## src/rtl/sync_debounce_pkg.sv

```systemverilog
// Shared constants and helpers for the multi-channel synchronizer/debouncer.
// Imported by sync_debounce and sync_debounce_channel.
package sync_pkg;

    localparam int SYNC_BITS_DEF       = 3;
    localparam int DEBOUNCE_CYCLES_DEF = 16;

    // Debounce counter width: wide enough for 0..n-1, never below one bit.
    function automatic int cnt_width(input int n);
        int w;
        w = $clog2(n);
        return (w < 1) ? 1 : w;
    endfunction

endpackage

```

## src/rtl/sync_debounce_channel.sv

```systemverilog
// One channel: flop synchronizer chain, debounce counter and registered
// rise/fall pulse generation.
module sync_debounce_channel
    import sync_pkg::*;
#(
    parameter int SYNC_BITS       = SYNC_BITS_DEF,
    parameter int DEBOUNCE_CYCLES = DEBOUNCE_CYCLES_DEF
) (
    input  logic clock,
    input  logic reset,
    input  logic din,
    input  logic bypass,
    output logic dout,
    output logic rise,
    output logic fall
);

    localparam int            CW      = cnt_width(DEBOUNCE_CYCLES);
    localparam logic [CW-1:0] CNT_MAX = CW'(DEBOUNCE_CYCLES - 1);

    logic [SYNC_BITS-1:0] sync_q, sync_d;
    logic [CW-1:0]        cnt_q, cnt_d;
    logic                 out_q, out_d;
    logic                 rise_q, rise_d;
    logic                 fall_q, fall_d;
    logic                 s;

    assign s = sync_q[SYNC_BITS-1];

    // Next-state: shift the synchronizer, run the mismatch counter, derive edges.
    always_comb begin
        sync_d = {sync_q[SYNC_BITS-2:0], din};
        cnt_d  = '0;
        out_d  = out_q;
        if (bypass) begin
            out_d = s;
        end else if (s != out_q) begin
            if (cnt_q == CNT_MAX) begin
                out_d = s;
            end else begin
                cnt_d = cnt_q + CW'(1);
            end
        end
        rise_d = out_d & ~out_q;
        fall_d = ~out_d & out_q;
    end

    // State registers; reset clears everything, including a partial count.
    always_ff @(posedge clock) begin
        if (reset) begin
            sync_q <= '0;
            cnt_q  <= '0;
            out_q  <= 1'b0;
            rise_q <= 1'b0;
            fall_q <= 1'b0;
        end else begin
            sync_q <= sync_d;
            cnt_q  <= cnt_d;
            out_q  <= out_d;
            rise_q <= rise_d;
            fall_q <= fall_d;
        end
    end

    assign dout = out_q;
    assign rise = rise_q;
    assign fall = fall_q;

endmodule

```

## src/rtl/sync_debounce.sv

```systemverilog
// Bank of independent synchronizer + debounce channels.
// Define SYNC_DEBOUNCE_BYPASS_EN to add a global bypass input.
module sync_debounce
    import sync_pkg::*;
#(
    parameter int CHANNELS        = 4,
    parameter int SYNC_BITS       = SYNC_BITS_DEF,
    parameter int DEBOUNCE_CYCLES = DEBOUNCE_CYCLES_DEF
) (
    input  logic                clock,
    input  logic                reset,
`ifdef SYNC_DEBOUNCE_BYPASS_EN
    input  logic                bypass,
`endif
    input  logic [CHANNELS-1:0] in,
    output logic [CHANNELS-1:0] out,
    output logic [CHANNELS-1:0] rise,
    output logic [CHANNELS-1:0] fall
);

    logic bypass_w;

`ifdef SYNC_DEBOUNCE_BYPASS_EN
    assign bypass_w = bypass;
`else
    assign bypass_w = 1'b0;
`endif

    for (genvar i = 0; i < CHANNELS; i++) begin : g_ch
        sync_debounce_channel #(
            .SYNC_BITS       (SYNC_BITS),
            .DEBOUNCE_CYCLES (DEBOUNCE_CYCLES)
        ) u_ch (
            .clock  (clock),
            .reset  (reset),
            .din    (in[i]),
            .bypass (bypass_w),
            .dout   (out[i]),
            .rise   (rise[i]),
            .fall   (fall[i])
        );
    end

endmodule

```

## config.mk

```make
export PLATFORM = sky130hd
export DESIGN_NAME = sync_debounce
export DESIGN_NICKNAME = d
export VERILOG_FILES = /design/src/rtl/sync_debounce_pkg.sv /design/src/rtl/sync_debounce_channel.sv /design/src/rtl/sync_debounce.sv
export SDC_FILE = /design/constraint.sdc
export NUM_CORES = 1
export LEC_CHECK = 0
export BUFFER_PORTS_ARGS = -buffer_cell sky130_fd_sc_hd__buf_2
export CORE_AREA = 2 2 46 59
export CTS_BUF_LIST = sky130_fd_sc_hd__clkbuf_4 sky130_fd_sc_hd__clkbuf_8
export DETAILED_ROUTE_END_ITERATION = 12
export DIE_AREA = 0 0 48 61
export MAX_ROUTING_LAYER = met4
export PLACE_DENSITY = 0.82
export SYNTH_ARGS = -nofsm -noshare
export SYNTH_HDL_FRONTEND = slang
export SYNTH_SLANG_ARGS = --single-unit
```

## constraint.sdc

```tcl
create_clock -name clock -period 2.35 [get_ports clock]
set_clock_uncertainty 0.1 [all_clocks]
set_input_delay 0.47 -clock clock [delete_from_list [all_inputs] [get_ports clock]]
set_output_delay 0.47 -clock clock [all_outputs]
set_load 0.02 [all_outputs]
```

==> impl_metrics.csv <==
group,metric,value,unit
setup_path,cp_top_family,"flip-flops",
power,seqPwrFrac,0.671,
logic_synthesis,yosys.area.top_type,"dfxtp_1",
global_routing,gr-total-overflow,0,
clock_tree,clk_path_buf_depth,2,
power,intPower,0.819,mW
sta,finalSetupViolCount,0,
routing,vias,878,
sta,rsz0062_at_grt,"no",
placed_design,dp.final_hpwl,1.44,mm
layout,finalNonFillerCells,173,
clock_tree,cts_setup_buffers,0,
logic_synthesis,ys_top_cells_by_area,"dfxtp_1, buf_4, nor2b_1",
setup_path,r2r_start,"g_ch[2].u_ch.cnt_q[0]",
routing,drc,0,
setup_path,cp.arrival,0.94,ns
logic_synthesis,synth.distinct_cells,14,
layout,area_growth,3.67,%
clock_tree,cts_tree,"built",
logic_synthesis,ys_warn_count,0,
routing,routed_wl,1.98,mm
setup_path,critPathMaxFanout,5,
clock_tree,clk_latency,0.33,ns
logic_synthesis,syn_avg_cell_area,10.9,sq um
logic_synthesis,synth_nets,141,
routing,viasPerCell,5.08,
sta,fin_ws,0.839,ns
logic_synthesis,synth-edff-count,0,
floorplan,dieHeight,61,microns
clock_tree,htreeDepth,2,
floorplan,core_region_area,2380,sq um
layout,n_antenna_cell,0,
layout,final_nets,150,
sta,fmax,662,MHz
power,power.density,694,nW/um^2
setup_path,critPathSlowestCell,"dfxtp_1",
placed_design,dp.cells,166,
setup_path,reg2reg_depth,4,
layout,drive_above_1_share,0.171,
run,cap_violations,0,
setup_path,crit_cells,1,
global_routing,grt_usage,0.168,
placed_design,gp_congestion,0.655,
layout,multi_input_area,505,sq um
setup_path,crit_buf_inv,1,
clock_tree,cts-resized-gates,0,
setup_path,cp-end-kind,"output pin",
setup_path,startpoint,"g_ch[2].u_ch.dout",
routing,wl_per_cell,11.4,microns
setup_path,cp-start-kind,"register",
sta,maxSlewHeadroom,0.679,
sta,setup_tns,0,ns
routing,ant_nets,0,
logic_synthesis,ys_seq_area_frac,0.560,
routing,drt_iter0_markers,9,
placed_design,pre_cts_slack,0.925,ns
clock_tree,cts-buffers-inserted,5,
sta,fin_crit_sh,0.643,
power,p_total,1.03,mW
setup_path,critPathKind,"register to output pin",
global_routing,grt_pass1_wl,3.19,mm
setup_path,cp.required,1.78,ns
clock_tree,hold_buffers,0,
power,power.share.clock,0.307,
floorplan,start_util,0.602,
logic_synthesis,synthTopCellsByCount,"dfxtp_1, nor2_1, buf_4, nor2b_1",
power,switching_power,0.210,mW
worst_hold_path,hold_path.class,"primary input to register",
logic_synthesis,ys_seq_elements,40,
layout,fillers,191,
power,swShare,0.204,
setup_path,slowest_delay,0.42,ns
floorplan,rows,20,
logic_synthesis,netlist_area,1430,sq um
logic_synthesis,synth.top_cell.area_share,0.560,
clock_tree,clock_sinks,40,
sta,fin_crit,1.51,ns
global_routing,grt_pass1_vias,795,
logic_synthesis,synthArstFlopShare,0,
power,max-vdd-ir-drop,0.423,mV
logic_synthesis,yosysMostFrequentCell,"dfxtp_1",
clock_tree,cts-root-buf,"clkbuf_4",
setup_path,path_cells,"buf_2",
sta,finalHoldViolCount,0,
logic_synthesis,syn_inst,131,
sta,worst_pin_slew,0.482,ns
setup_path,worstReg2RegEnd,"g_ch[2].u_ch.dout",
placed_design,port_buffers,17,
floorplan,dieWidth,48,microns
layout,final_core_util,0.624,
floorplan,pin_count,18,
floorplan,die_area,2930,sq um
layout,seqCellArea,801,sq um
global_routing,grt_start_max_net_pins,29,
clock_tree,clk_pin_slew,0.10,ns
status,status,"finished, final reports clean",
global_routing,antenna_found_initial,0,
power,pwr-share-comb,0.022,
logic_synthesis,ys_dominant_reg_cell,"dfxtp_1",
routing,drt_first_pass_iters,4,
sta,slew_violations,0,
setup_path,critPathCapture,"out[2]",
setup_path,rrSetupSlack,1.07,ns
power,p_leak,0.668,nW
==> sequential cells by signal (all words and copies together), names as in the netlist <==
register,count
g_ch.u_ch.sync_q,12
g_ch.u_ch.rise,4
g_ch.u_ch.dout,4
g_ch.u_ch.fall,4
g_ch.u_ch.cnt_q,16
==> cells by family (layout without fill, tap and decap cells) <==
group                      after synthesis  count (layout)  synth area share
and+or+nand+nor                         52              52             0.199
DFF                                     40              40             0.560
buffers and inverters                   15              24            0.0866
xor gates and xnor gates                12              12            0.0735
adders and majority gates                4               4            0.0350
AOI/OAI and AO/OA                        4               4            0.0175
muxes                                    4               4            0.0280
==> cells in the final DEF, fill, tap and decap left out <==
master | synthesis | layout
a31oi_1 | 4 | 4
nor4b_1 | 8 | 8
buf_2 | 0 | 17
nand2_1 | 4 | 4
dfxtp_1 | 40 | 40
clkinv_2 | 0 | 1
nand3_1 | 8 | 8
and3_1 | 4 | 4
xor2_1 | 8 | 8
nor2b_1 | 12 | 12
clkbuf_4 | 0 | 6
xnor2_1 | 4 | 4
mux2i_1 | 4 | 4
nor2_1 | 16 | 16
ha_1 | 4 | 4
==> stage by stage <==
stage | hold WS, ns | cell area (sq um)
3_3_place_gp | 0.316 | 1430
4_1_cts | 0.231 | 1480
3_5_place_dp | 0.323 | 1430
2_1_floorplan | 0.314 | 1430
5_1_grt | 0.231 | 1480
6_report | 0.244 | 1480
==> final cells by class <==
class / count / share of cell area
Clock inverter: 1 / 0.00338
Sequential cell: 40 / 0.540
Clock buffer: 6 / 0.0304
Tap cell: 33 / 0.0278
Multi-Input combinational cell: 76 / 0.341
Timing Repair Buffer: 17 / 0.0574
==> power groups by stage <==
stage          clock network (mW)  registers [mW]  logic, mW
2_1_floorplan                   0           0.705     0.0214
3_3_place_gp                    0           0.706     0.0215
3_5_place_dp                    0           0.707     0.0230
4_1_cts                     0.331           0.691     0.0231
5_1_grt                     0.360           0.693     0.0258
6_report                    0.315           0.691     0.0229
==> worst min-delay path by stage <==
| stage | from | end | slack, ns | depth (start not counted) |
|---|---|---|---|---|
| finish | in[1] | g_ch[1].u_ch.sync_q[0] | 0.24 | 2 |
| global route | in[1] | g_ch[1].u_ch.sync_q[0] | 0.23 | 2 |
| CTS | in[1] | g_ch[1].u_ch.sync_q[0] | 0.23 | 2 |
| detailed placement | g_ch[1].u_ch.sync_q[0] | g_ch[1].u_ch.sync_q[1] | 0.32 | 1 |
| global placement | g_ch[3].u_ch.sync_q[0] | g_ch[3].u_ch.sync_q[1] | 0.32 | 1 |
| floorplan | g_ch[0].u_ch.sync_q[0] | g_ch[0].u_ch.sync_q[1] | 0.31 | 1 |
==> routing by layer <==
metal,up-vias,track usage,routed length [microns]
met5,-,-,0
met4,0,0.0927,46
met3,6,0.0833,109
met2,19,0.270,1010
met1,408,0.159,808
li1,445,-,-
Note: power is estimated with default switching activity, not from simulation.
